[config.mk]
export PLATFORM = sky130hd
export DESIGN_NAME = octal_scan_display_flat
export DESIGN_NICKNAME = d
export VERILOG_FILES = /design/src/rtl/octal_scan_display_if.sv /design/src/rtl/octal_scan_display.sv /design/src/flat_wrapper.sv
export SDC_FILE = /design/constraint.sdc
export NUM_CORES = 1
export LEC_CHECK = 0
export CORE_MARGIN = 2
export CORE_UTILIZATION = 48
export CTS_CLUSTER_DIAMETER = 60
export DETAILED_ROUTE_END_ITERATION = 16
export GPL_ROUTABILITY_DRIVEN = 0
export GPL_TIMING_DRIVEN = 0
export HOLD_SLACK_MARGIN = 0.03
export PLACE_DENSITY_LB_ADDON = 0.15
export SYNTH_ARGS = -nofsm -noshare
export SYNTH_HDL_FRONTEND = slang
export SYNTH_SLANG_ARGS = --single-unit
[constraint.sdc]
create_clock -name clk -period 1.7 [get_ports clk]
set_input_delay 0.34 -clock clk [delete_from_list [all_inputs] [get_ports clk]]
set_output_delay 0.34 -clock clk [all_outputs]
set_load 0.005 [all_outputs]
[src/rtl/octal_scan_display_if.sv]
// rtl/octal_scan_display_if.sv - digit load bus and display drive lines of the octal scan display
interface octal_scan_display_if #(
  parameter int NUM_DIGITS = 4
);
  logic [3*NUM_DIGITS-1:0] value;
  logic [NUM_DIGITS-1:0]   dp_in;
  logic                    load;
  logic [6:0]              seg;
  logic                    dp;
  logic [NUM_DIGITS-1:0]   an;

  modport master (output value, dp_in, load, input seg, dp, an);
  modport slave  (input value, dp_in, load, output seg, dp, an);
endinterface

[src/rtl/octal_scan_display.sv]
// rtl/octal_scan_display.sv - multiplexed octal 7-segment scanner with per-slot anode blanking
// Optional leading-zero suppression is compiled in with LEADING_ZERO_BLANK_EN.
module octal_scan_display #(
  parameter int NUM_DIGITS   = 4,
  parameter int REFRESH_DIV  = 100000,
  parameter int BLANK_CYCLES = 16
) (
  input  logic                   clk,
  input  logic                   rst,
  octal_scan_display_if.slave    bus
);

  localparam int CNT_W = $clog2(REFRESH_DIV);
  localparam int IDX_W = (NUM_DIGITS > 1) ? $clog2(NUM_DIGITS) : 1;
  localparam logic [CNT_W-1:0] CNT_LAST  = CNT_W'(REFRESH_DIV - 1);
  localparam logic [CNT_W-1:0] CNT_BLANK = CNT_W'(BLANK_CYCLES);
  localparam logic [IDX_W-1:0] IDX_LAST  = IDX_W'(NUM_DIGITS - 1);

  logic [CNT_W-1:0]        cnt;
  logic [IDX_W-1:0]        idx;
  logic [3*NUM_DIGITS-1:0] value_q;
  logic [NUM_DIGITS-1:0]   dp_q;

  logic [2:0]              digit;
  logic [6:0]              seg_next;
  logic                    dp_next;
  logic [NUM_DIGITS-1:0]   an_next;

  always_comb begin
    digit    = value_q[3*int'(idx) +: 3];
    dp_next  = ~dp_q[idx];
    an_next  = '1;
    if (cnt >= CNT_BLANK) begin
      an_next[idx] = 1'b0;
    end
    case (digit)
      3'd0:    seg_next = 7'h40;
      3'd1:    seg_next = 7'h79;
      3'd2:    seg_next = 7'h24;
      3'd3:    seg_next = 7'h30;
      3'd4:    seg_next = 7'h19;
      3'd5:    seg_next = 7'h12;
      3'd6:    seg_next = 7'h02;
      default: seg_next = 7'h78;
    endcase
`ifdef LEADING_ZERO_BLANK_EN
    // Digit 0 is never suppressed so an all-zero value still reads "0".
    if ((idx != '0) && ((value_q >> (3*int'(idx))) == '0)) begin
      seg_next = 7'h7F;
    end
`else
`endif
  end

  always_ff @(posedge clk or posedge rst) begin
    if (rst) begin
      cnt     <= '0;
      idx     <= '0;
      value_q <= '0;
      dp_q    <= '0;
      bus.seg <= 7'h7F;
      bus.dp  <= 1'b1;
      bus.an  <= '1;
    end else begin
      if (bus.load) begin
        value_q <= bus.value;
        dp_q    <= bus.dp_in;
      end
      if (cnt == CNT_LAST) begin
        cnt <= '0;
        idx <= (idx == IDX_LAST) ? '0 : idx + 1'b1;
      end else begin
        cnt <= cnt + 1'b1;
      end
      bus.seg <= seg_next;
      bus.dp  <= dp_next;
      bus.an  <= an_next;
    end
  end

endmodule

[src/flat_wrapper.sv]
// flat-port wrapper written by rule: the top's interface ports become plain ports
module octal_scan_display_flat 
#(
  parameter int NUM_DIGITS   = 4,
  parameter int REFRESH_DIV  = 100000,
  parameter int BLANK_CYCLES = 16
)
  (clk, rst, bus_value, bus_dp_in, bus_load, bus_seg, bus_dp, bus_an);
  octal_scan_display_if #(.NUM_DIGITS(NUM_DIGITS)) bus_i ();
  input  logic clk;
  input  logic rst;
  input wire logic [$bits(bus_i.value)-1:0] bus_value;
  input wire logic [$bits(bus_i.dp_in)-1:0] bus_dp_in;
  input wire logic [$bits(bus_i.load)-1:0] bus_load;
  output wire logic [$bits(bus_i.seg)-1:0] bus_seg;
  output wire logic [$bits(bus_i.dp)-1:0] bus_dp;
  output wire logic [$bits(bus_i.an)-1:0] bus_an;
  assign bus_i.value = bus_value;
  assign bus_i.dp_in = bus_dp_in;
  assign bus_i.load = bus_load;
  assign bus_seg = bus_i.seg;
  assign bus_dp = bus_i.dp;
  assign bus_an = bus_i.an;
  octal_scan_display #(.NUM_DIGITS(NUM_DIGITS), .REFRESH_DIV(REFRESH_DIV), .BLANK_CYCLES(BLANK_CYCLES)) u_core (.clk(clk), .rst(rst), .bus(bus_i));
endmodule
==> metrics.csv <==
metric,value,unit
chipHeight,69.9,microns
synthTopCellsByArea,"dfrtp_1 42%, dfstp_2 15%, mux2_2 9.2%, mux4_2 4.3%, ha_1 3.6%",
insertion_delay,300,ps
diodes,0,
min_path_type,in2async,
cp_slowest_stage_delay,400,ps
synth_edf_count,0,
path_max_fanout,7,
synthCells,162,
vdd_drop_max,404,uV
synth_top_area_cell,dfrtp_1,
ys_seq_area_frac,0.571,
setup_viol,0,
ctsHoldBuffers,0,
design_area,0.00262,sq mm
critPathLaunchType,flop,
grtUsageTotal,0.174,
postRouteAntennaNets,0,
yosys_warnings,0,
grt_max_degree,46,
tightest_slew,546,ps
powerDensity,801,mW/mm^2
worst_clock_skew,6.76,ps
crit_arrival,1910,ps
drt-pass1-iter-count,4,
fin_crit,1680,ps
final_cells,255,
fp.dieArea,0.00489,sq mm
critPathRequiredTime,1930,ps
start_util,0.510,
finalMaxSlewViolations,0,
globalRouteOverflowTotal,0,
drt_iter0_markers,111,
ys_async_sr_fraction,1.00,
antenna_found_initial,0,
tns,0,ps
hpwl,2630,microns
rows,23,
crit_slowest_cell,or3_1,
cap_violations,0,
outcome,"finished, final reports clean",
drive_gt1_frac,0.283,
cts.sinks,47,
cts_max_level,2,
synth_nets,187,
period_share,0.989,
root_buffer,clkbuf_8,
clkTransAtPathRegs,80,ps
syn_area,0.00208,sq mm
hold-worst-slack,217,ps
rsz0062_at_grt,yes,
fmax,0.595,GHz
area_growth,25.5,%
synth_top_area_share,0.420,
worst_slew_margin_rel,0.636,
ys_seq_elements,47,
place_area,0.00246,sq mm
final_common_cell,dfrtp_1,
coreArea,0.00409,sq mm
vias_per_cell,5.48,
tritoncts,built,
crit_buf_inv,1,
place_inst,242,
cts_buffers,5,
final-hold-violation-count,0,
synthFlopType,dfrtp_1,
worstSetupEndpointType,flop,
wl_per_cell,15.2,microns
drc,0,
dr_total_vias,1397,
ios,31,
path_cells,ha_2 -> and4_1 -> buf_6 -> nand4b_1 -> or3_1 -> o21ai_1,
synthDistinctLibCells,34,
grt_pass1_vias,1453,
routed_wirelength,3870,microns
cts.path.max_buffers,2,
final_cell_mix,"34 x dfrtp_1, 29 x clkdlybuf4s50_1, 17 x mux2_2",
finalCoreUtilization,0.640,
leakagePower,1.11,nW
grt_first_pass_wirelength,6630,microns
syn_area_per_cell,12.9,sq um
die_w,69.9,microns
path_class,reg2reg,
crit_family,simple AND/OR/NAND/NOR gates,
final_nets,229,
portBuffers,29,
[worst paths after layout]
path                                    start                  to  slack (ps)  depth (start not counted)
min in group clk           u_core.value_q[11]  u_core.value_q[11]         510                          1
setup reg to reg                u_core.cnt[1]       u_core.idx[0]          20                          6
hold / removal                            rst      u_core.cnt[11]         220                          2
setup / recovery                u_core.cnt[1]       u_core.idx[0]          20                          6
hold reg to reg            u_core.value_q[11]  u_core.value_q[11]         510                          1
max in group asynchronous                 rst    u_core.bus.an[1]         990                          3
[synthesized netlist by cell type, drive strengths merged (3+ instances only)]
library cell,n
inv,7
o21ai,3
nor2,8
nand4,4
nand2b,3
dfrtp,35
buf,3
mux2,17
nand3,7
and4,3
or4,3
o31ai,3
nor3,3
mux4,4
xor2,8
nand2,13
dfstp,12
xnor2,6
ha,6
[routing by layer]
layer | vias up | GRT usage | share of wire
met4 | 0 | 0.0577 | 0.018
met5 | - | 0 | 0
met2 | 37 | 0.284 | 0.50
met3 | 11 | 0.0476 | 0.041
met1 | 696 | 0.225 | 0.44
li1 | 653 | - | -
[layout make-up]
type                    count  area (sq um)
plain buffers               5          31.3
clock buffers               8          80.1
fillers                   339          1470
inverters                   7          26.3
multi-input cells         103           876
flip-flops and latches     47          1190
well taps                  50          62.6
repair buffers             35           348
[sequential cells by signal, summed over array words and instances (netlist names)]
register and cells:
u_core.dp_q 4, u_core.idx 2, u_core.value_q 12, u_core.cnt 17, u_core.bus.seg 7, u_core.bus.an 4
u_core.bus.dp 1
[logic make-up (layout without fill, tap and decap cells)]
group | count (synthesis) | after routing | share of synthesized area
AO/OA/AOI/OAI | 10 | 10 | 0.0300
flip-flops | 47 | 47 | 0.571
adder cells (fa/ha/maj) | 6 | 6 | 0.0360
buffers and inverters | 12 | 55 | 0.0234
AND/OR/NAND/NOR | 52 | 52 | 0.145
multiplexers | 21 | 21 | 0.135
XOR/XNOR | 14 | 14 | 0.0588
[what timing repair did]
action                                 4_1_cts  5_1_grt
buffers inserted                             2        3
resized for setup                            2       10
cloned                                       0        0
pin swaps                                    0        4
setup endpoints to repair                    8       16
endpoints found under the hold margin        0        0
[per-stage QoR]
stage          power (mW)  setup WS [ps]
4_1_cts              2.12           4.87
3_3_place_gp         1.46           -574
6_report             2.09           18.7
2_1_floorplan        1.35            124
3_5_place_dp         1.48           -131
5_1_grt              2.20          -65.5
[power by group]
group,internal (mW),switching [mW]
combinational,0.146,0.0856
clock,0.293,0.347
sequential,1.20,0.0246
Note: power is estimated with default switching activity, not from simulation.
